`src/rtl/enc_defs.sv`:
```
// Shared definitions for the bitmap serial encoder:
// FSM state encoding, lowest-set-bit search and popcount width helper.
package enc_defs;

    // Two-state emitter: waiting for a bitmap, or streaming its indices.
    typedef enum logic {
        ST_IDLE = 1'b0,
        ST_EMIT = 1'b1
    } state_t;

    // Widest bitmap the lsb_index helper can search.
    localparam int MAX_DW = 64;
    localparam int MAX_IW = 6;

    // Index of the lowest set bit; 0 when the bitmap is all-zero.
    function automatic logic [MAX_IW-1:0] lsb_index(input logic [MAX_DW-1:0] bm);
        logic [MAX_IW-1:0] idx;
        idx = '0;
        for (int i = MAX_DW - 1; i >= 0; i--) begin
            if (bm[i]) idx = MAX_IW'(i);
        end
        return idx;
    endfunction

    // Width needed to hold a popcount of a dw-bit bitmap (0..dw inclusive).
    function automatic int cnt_width(input int dw);
        return $clog2(dw) + 1;
    endfunction

endpackage

```
`src/rtl/lsb_prio_enc.sv`:
```
// Combinational lowest-first priority encoder: bitmap -> index of lowest set
// bit plus an any-set flag. The index is 0 when no bit is set.
module lsb_prio_enc
    import enc_defs::*;
#(
    parameter int IN_DW  = 8,
    parameter int OUT_DW = $clog2(IN_DW)
) (
    input  logic [IN_DW-1:0]  bitmap_i,
    output logic [OUT_DW-1:0] idx_o,
    output logic              any_o
);

    logic [MAX_DW-1:0] bm_ext;

    // Zero-extend into the helper's fixed search width.
    always_comb begin
        bm_ext = MAX_DW'(bitmap_i);
    end

    assign idx_o = OUT_DW'(lsb_index(bm_ext));
    assign any_o = |bitmap_i;

endmodule

```
`src/rtl/bitmap_serial_encoder.sv`:
```
// Bitmap serial encoder: accepts a multi-hot bitmap and emits the binary
// index of each set bit, lowest first, one per output handshake.
// An all-zero bitmap produces a single beat flagged with out_none.
// Optional feature macro: SERIAL_ENC_COUNT_EN adds the out_cnt port carrying
// the popcount of the bitmap being emitted.
//
// Handshakes: a transfer happens on a rising edge where valid && ready.
// out_valid and the beat fields are registered and stay stable while
// out_ready is low; in_ready is high only while idle and out of reset.
module bitmap_serial_encoder
    import enc_defs::*;
#(
    parameter int IN_DW  = 8,
    parameter int OUT_DW = $clog2(IN_DW)
) (
    input  logic              clk,
    input  logic              rst,
    input  logic              in_valid,
    output logic              in_ready,
    input  logic [IN_DW-1:0]  in_data,
    output logic              out_valid,
    input  logic              out_ready,
    output logic [OUT_DW-1:0] out_idx,
    output logic              out_last,
    output logic              out_none
`ifdef SERIAL_ENC_COUNT_EN
   ,output logic [OUT_DW:0]   out_cnt
`endif
);

    state_t             state_q;
    logic [IN_DW-1:0]   bm_q;
    logic [IN_DW-1:0]   bm_d;
    logic [IN_DW-1:0]   enc_in;
    logic [IN_DW-1:0]   enc_rest;
    logic [OUT_DW-1:0]  enc_idx;
    logic               enc_any;
    logic               out_valid_q;
    logic [OUT_DW-1:0]  out_idx_q;
    logic               out_last_q;
    logic               out_none_q;
    logic               accept;
    logic               final_fire;

    // Remaining bitmap once the currently presented (lowest) bit is emitted.
    assign bm_d = bm_q & (bm_q - IN_DW'(1));

    // One encoder serves both the incoming bitmap (idle) and the shrinking
    // stored bitmap (emitting), since only one can advance per cycle.
    assign enc_in   = (state_q == ST_IDLE) ? in_data : bm_d;
    assign enc_rest = enc_in & (enc_in - IN_DW'(1));

    lsb_prio_enc #(
        .IN_DW  (IN_DW),
        .OUT_DW (OUT_DW)
    ) u_enc (
        .bitmap_i (enc_in),
        .idx_o    (enc_idx),
        .any_o    (enc_any)
    );

    assign in_ready   = (state_q == ST_IDLE) && !rst;
    assign accept     = in_valid && in_ready;
    assign final_fire = (state_q == ST_EMIT) && out_ready && out_last_q;

    // FSM with registered beat outputs: load on accept, advance on each beat.
    always_ff @(posedge clk or posedge rst) begin
        if (rst) begin
            state_q     <= ST_IDLE;
            bm_q        <= '0;
            out_valid_q <= 1'b0;
            out_idx_q   <= '0;
            out_last_q  <= 1'b0;
            out_none_q  <= 1'b0;
        end else begin
            case (state_q)
                ST_IDLE: begin
                    if (accept) begin
                        state_q     <= ST_EMIT;
                        bm_q        <= in_data;
                        out_valid_q <= 1'b1;
                        out_idx_q   <= enc_idx;
                        out_last_q  <= (enc_rest == '0);
                        out_none_q  <= !enc_any;
                    end
                end
                ST_EMIT: begin
                    if (out_ready) begin
                        if (out_last_q) begin
                            state_q     <= ST_IDLE;
                            bm_q        <= '0;
                            out_valid_q <= 1'b0;
                            out_idx_q   <= '0;
                            out_last_q  <= 1'b0;
                            out_none_q  <= 1'b0;
                        end else begin
                            bm_q       <= bm_d;
                            out_idx_q  <= enc_idx;
                            out_last_q <= (enc_rest == '0);
                        end
                    end
                end
                default: begin
                    state_q <= ST_IDLE;
                end
            endcase
        end
    end

    assign out_valid = out_valid_q;
    assign out_idx   = out_idx_q;
    assign out_last  = out_last_q;
    assign out_none  = out_none_q;

`ifdef SERIAL_ENC_COUNT_EN
    localparam int CNT_W = cnt_width(IN_DW);

    logic [CNT_W-1:0] pop_in;
    logic [CNT_W-1:0] cnt_q;

    // Popcount of the offered bitmap.
    always_comb begin
        pop_in = '0;
        for (int i = 0; i < IN_DW; i++) begin
            pop_in = pop_in + CNT_W'(in_data[i]);
        end
    end

    // Count captured at accept and held across every beat of that bitmap.
    always_ff @(posedge clk or posedge rst) begin
        if (rst) begin
            cnt_q <= '0;
        end else if (accept) begin
            cnt_q <= pop_in;
        end else if (final_fire) begin
            cnt_q <= '0;
        end
    end

    assign out_cnt = cnt_q;
`endif

endmodule
```
`config.mk`:
```
export PLATFORM = sky130hd
export DESIGN_NAME = bitmap_serial_encoder
export DESIGN_NICKNAME = d
export VERILOG_FILES = /design/src/rtl/enc_defs.sv /design/src/rtl/lsb_prio_enc.sv /design/src/rtl/bitmap_serial_encoder.sv
export SDC_FILE = /design/constraint.sdc
export NUM_CORES = 1
export LEC_CHECK = 0
export BUFFER_PORTS_ARGS = -buffer_cell sky130_fd_sc_hd__buf_2
export CORE_MARGIN = 4
export CORE_UTILIZATION = 30
export DETAILED_ROUTE_END_ITERATION = 8
export GPL_ROUTABILITY_DRIVEN = 1
export GPL_TIMING_DRIVEN = 0
export PLACE_DENSITY = 0.51
export SLEW_MARGIN = 40
export SYNTH_ARGS = -nofsm -noshare
export SYNTH_HDL_FRONTEND = slang
export SYNTH_HIERARCHICAL = 1
export SYNTH_SLANG_ARGS = --single-unit
```
`constraint.sdc`:
```
create_clock -name clk -period 6.55 [get_ports clk]
set_clock_uncertainty 0.15 [all_clocks]
set_input_delay 1.31 -clock clk [delete_from_list [all_inputs] [get_ports clk]]
set_output_delay 1.31 -clock clk [all_outputs]
set_load 0.02 [all_outputs]
```
### Word level (Yosys, flattened, before mapping)

Cells that the tools add are included.

* bits in registers: 15
* word-level logic and storage cells: 53

* equal/unequal tests: 3
* reductions and logical operators: 8
* bitwise gates (word level): 3
* add/subtract/negate cells: 2
* multiplexer cells: 31

Operators with widths (number)
* $mux W3: 11
* $mux W8: 4
* $and A8 B8 Y8: 2
* $pmux W8 S2: 1
* $sub A8 B1 Y8 const B: 2
* $mux W1: 10
* $logic_not A8 Y1: 1
* $pmux W1 S2: 4
* $reduce_or A8 Y1: 1
* $pmux W3 S2: 1
* $ne A2 B2 Y1 const B: 2
* $reduce_and A3 Y1: 1
* $logic_and A1 B1 Y1: 2
* $logic_not A1 Y1: 2
* $ne A2 B1 Y1 const B: 1
* $reduce_and A2 Y1: 1
* $not A1 Y1: 1

### Longest topological paths before layout

* word-level depth: 14
* mapped depth: 9
* gate-level depth less buffers: 7

### Modules after synthesis

Netlist, hierarchy kept.

Modules (own cells, without submodules)
* bitmap_serial_encoder: area each 957.2 um2, cells an instance 115, times used 1
* lsb_prio_enc: area each 81.3 um2, cells an instance 13, times used 1

### Least setup slack after synthesis

OpenSTA, ideal clock, no wires.

* path kind: input to output
* from: input rst
* to: output in_ready
* stages: 1
* setup slack: 3452 ps
* path buffers: 0
* arrival time: 1638 ps
* cells stage by stage: nor2_1

* longest elaborated chain between the ends: 2

RTL lines
* from (decl): RTL line bitmap_serial_encoder.sv:17 `input logic rst,`
* $logic_not A1 Y1 (no line)
* $logic_and A1 B1 Y1: RTL line bitmap_serial_encoder.sv:62 `assign in_ready = (state_q == ST_IDLE) && !rst;`
* to (decl): RTL line bitmap_serial_encoder.sv:19 `output logic in_ready,`

No other way between the ends.

### Final worst setup path

Ends and elaborated chain as after synthesis.

==> impl_metrics.yaml <==
synth:
  avgSynthCellArea_um2: 8.11
  synth.area.mux_share_pct: 1.93
  synth_cell_types: 37
  netlist_area_um2: 1040
  synth_compound_area_share_pct: 30.2
  synth_seq_area_share_pct: 36.1
  ys.flop_type: "dfrtp_1"
  synthArstFlopShare_pct: 100
  yosys.area_share.adder_pct: 1.93
  ys_warn_count: 6
  syn_nets: 140
  synth-simple-area-share_pct: 22.8
  synth-edff-count: 0
  synth-seq-cells: 15
  netlist_instances: 128
  synth-xor-area-share_pct: 0
  synth_top_family_by_area: "compound AO/OA/AOI/OAI gates"
floorplan:
  coreArea_um2: 3340
  die-area_um2: 4470
  initial_utilization_pct: 31.1
  placementRows: 21
  io_pins: 19
  die_x_um: 66.8
  die_h_um: 66.8
placement:
  dpl.hpwl_um: 2170
  dpl.cell_count: 192
  routabilityCongestion: 0.827
  portBuffers: 18
  post-place-ws_ns: 3.36
setup_path:
  crit_path_cell_trace: "buf_2 > nor2_1 > buf_2"
  path_common_cell: "buf_2"
  worst_path_max_delay_cell: "buf_2"
  cp-end-kind: "output pin"
  cp.depth: 3
  r2r-end: "out_idx[2]"
  critical_path_class: "in -> out"
  r2r_slack_ns: 3.91
  critPathTopFamily: "buffers and inverters"
  cp-start-kind: "primary input"
  r2r_cells: 8
  crit_path_max_fanout: 3
  cp.arrival_ns: 1.73
  crit_buf_inv: 2
  cpPeakStageDelay_ns: 0.19
  rr_startpoint: "bm_q[1]"
  cp.required_ns: 5.09
cells_and_area:
  regArea_um2: 375
  layout-drive-gt1-share_pct: 20.0
  area_growth_syn_to_layout_pct: 16.7
  multi_input_area_um2: 591
  postLayoutCoreUtil_pct: 36.3
  nets: 163
  diodes: 0
  nFillCells: 360
  fin_cells: 196
route:
  drc: 0
  vias: 1055
  viasPerCell: 5.38
  drt_iter0_drc: 34
  drt-total-wl_um: 2900
  antenna_left: 0
  wl_per_cell_um: 14.8
  drt_first_pass_iters: 4
global_routing:
  antenna_found_initial: 0
  grt_first_pass_wirelength_um: 4590
  grtUsageTotal_pct: 13.8
  grt_pass1_vias: 976
  gr-total-overflow: 0
  grt_max_degree: 16
pwr:
  p_seq_share_pct: 29.0
  power_frac_comb_pct: 61.3
  peakVddDrop_mv: 0.155
  p_per_area_nw_per_um2: 489
  switching_power_w: 0.000292
  switching_share_pct: 49.3
  p_leak_nw: 0.546
  clkPwrFrac_pct: 9.7
  p_int_w: 0.000300
status:
  status: "completed"
cts:
  path_clk_slew_ns: 0.11
  postCtsResizedCells: 0
  ctsHoldBuffers: 0
  clock_path_buffers: 2
  cts_tree: "done"
  clkLatencyLatePin_ns: 0.29
  cts_root_buffer: "clkbuf_4"
  htree_levels: 1
  post_cts_buffers: 0
  cts_buffers: 3
  clock-sinks: 15
hold_path:
  hold_path_class: "reg -> reg"
  hold_depth: 1
  hp-start: "out_idx[0]"
  hold_end: "out_idx[0]"
timing:
  fin_ws_ns: 3.36
  worstMarginPinSlew_ns: 0.708
  slew_viol_final: 0
  hold_violations: 0
  post-route-min-period_ns: 3.19
  setup_tns_ns: 0
  max_slew_margin_pct: 52.8
  timing.final.setup_violations: 0
  fmax_mhz: 313
  period_share_pct: 48.8
  rsz0062_at_grt: "false"
  hold_ws_ns: 0.363
run:
  drv_cap: 0
## stage by stage
step	area, µm²	power [W]
6_report	1210	0.000592
5_1_grt	1210	0.000642
4_1_cts	1210	0.000593
3_5_place_dp	1190	0.000533
3_3_place_gp	1190	0.000528
2_1_floorplan	1040	0.000442
## power groups by stage
stage | sequential [W] | combinational (W) | clock, W
3_3_place_gp | 0.000173 | 0.000355 | 0
2_1_floorplan | 0.000184 | 0.000258 | 0
6_report | 0.000172 | 0.000363 | 0.0000576
3_5_place_dp | 0.000174 | 0.000359 | 0
4_1_cts | 0.000172 | 0.000362 | 0.0000587
5_1_grt | 0.000178 | 0.000401 | 0.0000634
## registers in the layout (all words and copies together), names as in the netlist
signal     count
out_last       1
out_none       1
out_idx        3
bm_q           8
out_valid      1
state_q        1
## routing by layer
| layer | share of wire [%] | global-route usage (%) | wire (µm) | up-vias |
|---|---|---|---|---|
| li1 | - | - | - | 519 |
| met1 | 47 | 17.3 | 1370 | 502 |
| met2 | 48 | 23.1 | 1380 | 28 |
| met3 | 4.1 | 2.19 | 118 | 6 |
| met4 | 1.3 | 5.58 | 37 | 0 |
| met5 | 0 | 0 | 0 | - |
## cell usage after synthesis (2+ instances only)
master	number	area share, %
o41ai_1	2	1.7
nor3_1	3	1.4
dfrtp_1	15	36
nor2_1	11	4.0
a21oi_1	4	1.9
nor4_1	2	1.2
inv_1	9	3.3
nor2b_1	2	1.2
nand2_1	16	5.8
nand3_1	3	1.4
a21boi_0	2	1.4
a22o_1	7	5.9
o22ai_1	5	3.0
or3_2	2	1.4
maj3_1	2	1.9
buf_6	2	2.2
mux2i_1	2	1.9
o21ai_0	20	9.6
## worst max path at each step
stage / startpoint / end / slack [ns]
2_1_floorplan: rst / in_ready / 3.45
3_3_place_gp: rst / in_ready / 3.37
3_5_place_dp: rst / in_ready / 3.36
4_1_cts: rst / in_ready / 3.36
5_1_grt: rst / in_ready / 3.31
6_report: rst / in_ready / 3.36
## cell families (layout without fill, tap and decap cells)
| group | Yosys count | count (layout) |
|---|---|---|
| AO/OA/AOI/OAI | 47 | 47 |
| AND/OR/NAND/NOR | 47 | 47 |
| flip-flops | 15 | 15 |
| buffers and inverters | 15 | 37 |
| adder cells (fa/ha/maj) | 2 | 2 |
| multiplexers | 2 | 2 |
## final cells by class
class | instances | area share (%)
multi-input cells | 98 | 48.7
flip-flops and latches | 15 | 31.0
repair buffers | 18 | 7.43
well taps | 46 | 4.75
inverters | 10 | 3.10
plain buffers | 5 | 2.89
clock buffers | 4 | 2.17
## layout by cell type (no fill, tap or decap), types with 2 or more instances in the layout
master / netlist / final
o21ai_0: 20 / 20
buf_2: 1 / 19
nand2_1: 16 / 16
dfrtp_1: 15 / 15
nor2_1: 11 / 11
inv_1: 9 / 9
a22o_1: 7 / 7
o22ai_1: 5 / 5
a21oi_1: 4 / 4
nor3_1: 3 / 3
nand3_1: 3 / 3
clkbuf_4: 0 / 3
clkbuf_1: 1 / 2
buf_6: 2 / 2
nor2b_1: 2 / 2
nor4_1: 2 / 2
mux2i_1: 2 / 2
a21boi_0: 2 / 2
maj3_1: 2 / 2
or3_2: 2 / 2
o41ai_1: 2 / 2
(Power assumes the default switching activity.)
